**src/rtl/mod12_count_monitor.sv**
```systemverilog
// In-line checker for a mod-12 up/down counter: shadows the counter, flags divergence,
// counts errors and wrap events. Optional sticky-failure mode under MON_STICKY_ERR_EN.
module mod12_count_monitor #(
  parameter int ERR_W  = 8,
  parameter int WRAP_W = 8
) (
  input  logic              clk,
  input  logic              rst,
  input  logic              load,
  input  logic              up_down,
  input  logic [3:0]        Din,
  input  logic [3:0]        count,
  output logic [3:0]        exp_count,
  output logic              mismatch,
  output logic              illegal_val,
  output logic              illegal_load,
  output logic              wrap_up,
  output logic              wrap_dn,
  output logic [ERR_W-1:0]  err_cnt,
  output logic [WRAP_W-1:0] wrap_cnt
`ifdef MON_STICKY_ERR_EN
  ,
  output logic              fail_flag,
  output logic [3:0]        fail_exp,
  output logic [3:0]        fail_obs
`endif
);

  localparam logic [3:0] MAX_VAL = 4'd11;

`ifdef MON_STICKY_ERR_EN
  typedef enum logic {CHECK, FAIL} state_e;
`else
  typedef enum logic {CHECK} state_e;
`endif

  state_e              state_q, state_d;
  logic [3:0]          exp_q, exp_d;
  logic                mis_q, mis_d;
  logic                ival_q, ival_d;
  logic                iload_q, iload_d;
  logic                wu_q, wu_d;
  logic                wd_q, wd_d;
  logic [ERR_W-1:0]    err_q, err_d;
  logic [WRAP_W-1:0]   wrap_q, wrap_d;
  logic [3:0]          base;
  logic                adv;
`ifdef MON_STICKY_ERR_EN
  logic [3:0]          fexp_q, fexp_d;
  logic [3:0]          fobs_q, fobs_d;
`endif

  // NOTE: every variable gets a default before any branch, so no path can infer a latch.
  always_comb begin
    state_d = state_q;
    exp_d   = exp_q;
    err_d   = err_q;
    wrap_d  = wrap_q;
    base    = exp_q;
    adv     = 1'b1;
`ifdef MON_STICKY_ERR_EN
    fexp_d  = fexp_q;
    fobs_d  = fobs_q;
`endif
    ival_d  = (count > MAX_VAL);
    iload_d = load && (Din > MAX_VAL);
    mis_d   = (count != exp_q);
    wu_d    = 1'b0;
    wd_d    = 1'b0;

    if (mis_d && (err_q != '1)) err_d = err_q + 1'b1;

    case (state_q)
      CHECK: begin
`ifdef MON_STICKY_ERR_EN
        if (mis_d) begin
          state_d = FAIL;
          fexp_d  = exp_q;
          fobs_d  = count;
          adv     = 1'b0;
        end
`else
        // Re-anchor on the observed value so a single glitch costs one error only.
        if (mis_d) base = ival_d ? 4'd0 : count;
`endif
      end
      default: adv = 1'b0;
    endcase

    if (adv) begin
      if (load) begin
        exp_d = iload_d ? 4'd0 : Din;
      end else if (up_down) begin
        wu_d  = (base == MAX_VAL);
        exp_d = wu_d ? 4'd0 : base + 4'd1;
      end else begin
        wd_d  = (base == 4'd0);
        exp_d = wd_d ? MAX_VAL : base - 4'd1;
      end
    end

    if ((wu_d || wd_d) && (wrap_q != '1)) wrap_d = wrap_q + 1'b1;
  end

  // NOTE: reset is synchronous, so it lives inside the clocked block and masks every update.
  always_ff @(posedge clk) begin
    if (rst) begin
      state_q <= CHECK;
      exp_q   <= '0;
      mis_q   <= 1'b0;
      ival_q  <= 1'b0;
      iload_q <= 1'b0;
      wu_q    <= 1'b0;
      wd_q    <= 1'b0;
      err_q   <= '0;
      wrap_q  <= '0;
`ifdef MON_STICKY_ERR_EN
      fexp_q  <= '0;
      fobs_q  <= '0;
`endif
    end else begin
      // NOTE: non-blocking assignments keep all registers updating from the same pre-edge values.
      state_q <= state_d;
      exp_q   <= exp_d;
      mis_q   <= mis_d;
      ival_q  <= ival_d;
      iload_q <= iload_d;
      wu_q    <= wu_d;
      wd_q    <= wd_d;
      err_q   <= err_d;
      wrap_q  <= wrap_d;
`ifdef MON_STICKY_ERR_EN
      fexp_q  <= fexp_d;
      fobs_q  <= fobs_d;
`endif
    end
  end

  assign exp_count    = exp_q;
  assign mismatch     = mis_q;
  assign illegal_val  = ival_q;
  assign illegal_load = iload_q;
  assign wrap_up      = wu_q;
  assign wrap_dn      = wd_q;
  assign err_cnt      = err_q;
  assign wrap_cnt     = wrap_q;
`ifdef MON_STICKY_ERR_EN
  assign fail_flag    = (state_q == FAIL);
  assign fail_exp     = fexp_q;
  assign fail_obs     = fobs_q;
`endif

endmodule
```
**config.mk**
```make
export PLATFORM = sky130hd
export DESIGN_NAME = mod12_count_monitor
export DESIGN_NICKNAME = d
export VERILOG_FILES = /design/src/rtl/mod12_count_monitor.sv
export SDC_FILE = /design/constraint.sdc
export NUM_CORES = 1
export LEC_CHECK = 0
export BUFFER_PORTS_ARGS = -buffer_cell sky130_fd_sc_hd__buf_4
export CORE_MARGIN = 1.5
export CORE_UTILIZATION = 45
export DETAILED_ROUTE_END_ITERATION = 8
export GPL_TIMING_DRIVEN = 0
export PLACE_DENSITY = 0.69
export SYNTH_ARGS = -nofsm -noshare
export SYNTH_HDL_FRONTEND = slang
export SYNTH_SLANG_ARGS = --single-unit
```
**constraint.sdc**
```tcl
create_clock -name clk -period 8.3 [get_ports clk]
set_clock_uncertainty 0.15 [all_clocks]
set_input_delay 0.83 -clock clk [delete_from_list [all_inputs] [get_ports clk]]
set_output_delay 0.83 -clock clk [all_outputs]
set_load 0.03 [all_outputs]
```
# Yosys cells after proc, flatten, opt, wreduce, memory -nomap -nowiden
# Cells that the tools add are included.
dict set report word_totals {
  ff_bits 25
  latch_bits 0
  ram_bits 0
  rom_bits 0
  in_bits 12
  out_inout_bits 25
  elab_cells 34
  memories 0
}
dict set report classes {
  add_sub_neg 4
  mul 0
  div_mod_pow 0
  magnitude_cmp 2
  eq_ne 4
  shift 0
  muxes 11
  bitwise 0
  reduce_logical 5
}
# operator n
set op_table {}
lappend op_table {{two-way mux 4 bit} 7}
lappend op_table {{adder 8 x 1 -> 8 bit, second input constant} 2}
lappend op_table {{!= test 8 bit, second input constant} 2}
lappend op_table {{greater-than comparator 4 bit, second input constant} 2}
lappend op_table {{adder 4 x 1 -> 4 bit, second input constant} 1}
lappend op_table {{equality test 4 bit, second input constant} 1}
lappend op_table {{zero test 4 bit} 1}
lappend op_table {{two-way mux 1 bit} 4}
lappend op_table {{!= test 4 bit} 1}
lappend op_table {{subtractor 4 x 1 -> 4 bit, second input constant} 1}
lappend op_table {{logical AND 1 bit} 3}
lappend op_table {{logical OR 1 bit} 1}

# Logic depth before layout (Yosys ltp)
dict set report logic_depth {
  depth_word 8
  ltp_mapped 13
  depth_no_buf 10
}

# Worst setup path after synthesis
# Ideal clock, no wire load.
dict set report synth_path {
  kind {input port to flip-flop}
  from {input port count[0]}
  to {register wrap_q[4] (netlist: wrap_cnt[4])}
  setup_ns 0.071
  arrival_time_ns 3.450
  required_ns 8.079
  setup_slack_ns 4.630
  path_stages 13
  path_buffers 3
  path_cell_list {buf_6 > xor2_1 > nor4_4 > buf_2 > nand2_1 > o21ai_0 > ha_1 > nand2_1 > or3_4 > a31o_1 > buf_6 > or4_1 > a21oi_1}
}
dict set report synth_via {
  elab_chain_len 8
  elab_cells_between_ends 12
  cone_classes {order compare: 1; eq/ne: 2; mux: 6; reduce/logical: 3}
}
# item line_no
set synth_lines {}
lappend synth_lines {{start: declaration} 12} ;# input logic [3:0] count,
lappend synth_lines {{greater-than comparator 4 bit} 65} ;# ival_d = (count > MAX_VAL);
lappend synth_lines {{two-way mux 4 bit} 84} ;# if (mis_d) base = ival_d ? 4'd0 : count;
lappend synth_lines {{two-way mux 4 bit *} 84}
lappend synth_lines {{equality test 4 bit / zero test 4 bit (equally long branches)} {94, 97}}
lappend synth_lines {{two-way mux 1 bit} 93} ;# end else if (up_down) begin
lappend synth_lines {{two-way mux 1 bit} 91} ;# if (load) begin
lappend synth_lines {{logical OR 1 bit *} 102} ;# if ((wu_d || wd_d) && (wrap_q != '1)) wrap_d = wrap_q + 1'b1;
lappend synth_lines {{logical AND 1 bit *} 102}
lappend synth_lines {{end signal: assignment} 131} ;# wrap_q <= wrap_d;
lappend synth_lines {{end: declaration} 45} ;# logic [WRAP_W-1:0] wrap_q, wrap_d;
# Mark *: on every way between the ends. The rest lies on a longest branch, timed or not.
# A chain may end at the register's enable or synchronous reset.

# Worst setup path in the final report
dict set report layout_path {
  from {input port count[2]}
  to {register wrap_q[4] (netlist: wrap_cnt[4])}
}
# Same word-level chain as after synthesis.

==> flow_summary.toml <==
[global_route]
globalRouteOverflowTotal = 0
grt_pass1_vias = 1427
grt_max_degree = 16
grt_pass1_wl_um = 6285
antenna_found_initial = 0
grt_usage = 0.2209

[drt]
dr_wl_met2_um = 1723
top_layer_used = "met4"
wire_per_inst_um = 13.85
vias = 1464
antenna_left = 0
first_pass_iters = 4
drc_errors = 0
drt_iter0_drc = 69
vias_per_cell = 5.609
wl_met3_um = 201
drt-met1-wl_um = 1674
routed_wirelength_um = 3614

[timing]
relSlewSlack = 0.6748
max_slew.worst_pin.slew_ns = 0.4878
fin_ws_ns = 4.693
hold_viol = 0
tns_ns = 0
period_needed_ns = 3.607
period_share = 0.4346
rsz0062_at_grt = "false"
drv_slew = 0
fmax_mhz = 277.2
setup_violations = 0

[finish]
drive_above_1_share = 0.2258
antenna_cells = 0
fin_nets = 233
fin_cells = 261
final_cell_mix = "buf_4, dfxtp_1, nand2_1, nor2_1, a21oi_1"
seq_area_um2 = 500.5
nFillCells = 282
syn_to_final_growth_pct = 21.77
multiInputGateArea_um2 = 922.1
final_core_util = 0.5952
final_common_cell = "buf_4"

[yosys]
syn_area_mm2 = 0.001529
async_reset_ff_frac = 0
synth_nets = 195
ys_types = 55
synth-seq-area-share = 0.3273
synth-seq-cells = 25
syn_inst = 180
syn_avg_cell_area_um2 = 8.494
synth-main-ff-cell = "dfxtp_1"
synth_warnings = 0
synth_edf_count = 0

[die]
die-area_mm2 = 0.003756
dieWidth_um = 61.29
dieHeight_um = 61.29
rows = 20
ioPinCount = 37
core_mm2 = 0.003128
start_util = 0.4888

[clock_tree]
holdBufCountCts = 0
clkTransAtPathRegs_ns = 0.15
cts_root_buf = "clkbuf_4"
cts-htree-levels = 1
post_cts_resize_count = 0
cts_setup_buffers = 0
cts.sinks = 25
cts_tree = "built"
clock_latency_ns = 0.33
cts_buffers = 3
clock_path_buffers = 2

[pwr]
p_leak_nw = 0.7406
power.density_mw_per_mm2 = 133.7
ir_drop_v = 0.0001092
power_mw = 0.2490

[place]
place_ws_ns = 4.324
dp_hpwl_um = 2705
placed_cells = 257
placement.io_buffers = 33
gp_congestion = 0.9638

[setup_path]
critical_path_class = "in -> reg"
regToRegSetupSlack_ns = 4.87
cp_data_required_time_ns = 8.42
crit_path_start_kind = "primary input"
crit_path_end_kind = "flop"
worst_ep_arrival_time_ns = 3.73
crit_fanout = 10

[hold_path]
hp-class = "reg -> reg"

[run_status]
status = "complete, no violations"

[flow_run]
maxCapViolCount = 0
[cells by family (layout without fill, tap and decap cells)]
group | Yosys count | after routing | share of synthesized area
adder cells (fa/ha/maj) | 3 | 3 | 0.02455
flip-flops | 25 | 25 | 0.3273
XOR/XNOR | 9 | 9 | 0.05155
buffers and inverters | 20 | 57 | 0.06956
AND/OR/NAND/NOR | 71 | 71 | 0.2561
multiplexers | 7 | 7 | 0.04828
AO/OA/AOI/OAI | 45 | 45 | 0.2226
[cell type report]
| class | count | share of cell area |
|---|---|---|
| timing repair buffer | 33 | 0.1331 |
| sequential | 25 | 0.2688 |
| clock buffer | 3 | 0.01210 |
| buffer | 13 | 0.04301 |
| tap | 44 | 0.02957 |
| multi-input combinational | 135 | 0.4953 |
| clock inverter | 1 | 0.004032 |
| inverter | 7 | 0.01411 |
[per-layer routing]
layer / up-vias / GRT usage
met5: - / 0
met4: 0 / 0.03106
met3: 2 / 0.05042
met2: 33 / 0.3784
met1: 689 / 0.2905
li1: 740 / -
[critical path, stage by stage]
cell,delay [ns]
buf_4,0.12
xor2_1,0.20
nor4_4,0.37
buf_2,0.30
nand2_1,0.07
o21ai_0,0.09
ha_1,0.27
nand2_1,0.12
or3_4,0.36
a31o_1,0.24
buf_6,0.14
or4_1,0.49
a21oi_1,0.14
[flip-flops by register name (all words and copies together), names as in the netlist]
register	cells
wrap_cnt	8
wrap_up	1
wrap_dn	1
err_cnt	8
exp_count	4
illegal_load	1
illegal_val	1
mismatch	1
[report_power, final]
| part | total (mW) | switching (mW) | leakage (nW) | internal, mW |
|---|---|---|---|---|
| logic | 0.0613 | 0.0363 | 0.523 | 0.0250 |
| clock network | 0.0569 | 0.0384 | 0.0139 | 0.0185 |
| registers | 0.131 | 0.00595 | 0.204 | 0.125 |
[final timing paths]
check | startpoint | cells after the start | to
setup / recovery | count[2] | 13 | wrap_cnt[4]
hold / removal | err_cnt[6] | 2 | err_cnt[6]
setup reg to reg | exp_count[3] | 12 | wrap_cnt[4]
hold reg to reg | err_cnt[6] | 2 | err_cnt[6]
[cell usage after synthesis, types with 3 or more instances]
library cell  count  share of area
nand2_1          14          0.034
xnor2_1           5          0.029
nand3_1           8          0.026
nor3_1            8          0.026
inv_1             6          0.015
buf_6             3          0.022
nor2_1           14          0.034
o21a_1            3          0.015
o21ai_0           3         0.0098
a311oi_1          4          0.023
mux2_1            3          0.022
nand2b_1          4          0.016
a21oi_1          10          0.033
or4_1             3          0.015
ha_1              3          0.025
mux2i_1           4          0.026
nor2b_1           4          0.016
a31o_1            3          0.017
xor2_1            4          0.023
clkbuf_1          5          0.012
dfxtp_1          25           0.33
[through the flow]
| stage | hold WS, ns | cell area, um2 |
|---|---|---|
| 6_report | 0.3516 | 1862 |
| 5_1_grt | 0.3847 | 1862 |
| 4_1_cts | 0.3528 | 1862 |
| 3_5_place_dp | 0.3344 | 1832 |
| 3_3_place_gp | 0.3241 | 1832 |
| 2_1_floorplan | 0.4533 | 1529 |
Note: power is estimated with default switching activity, not from simulation.
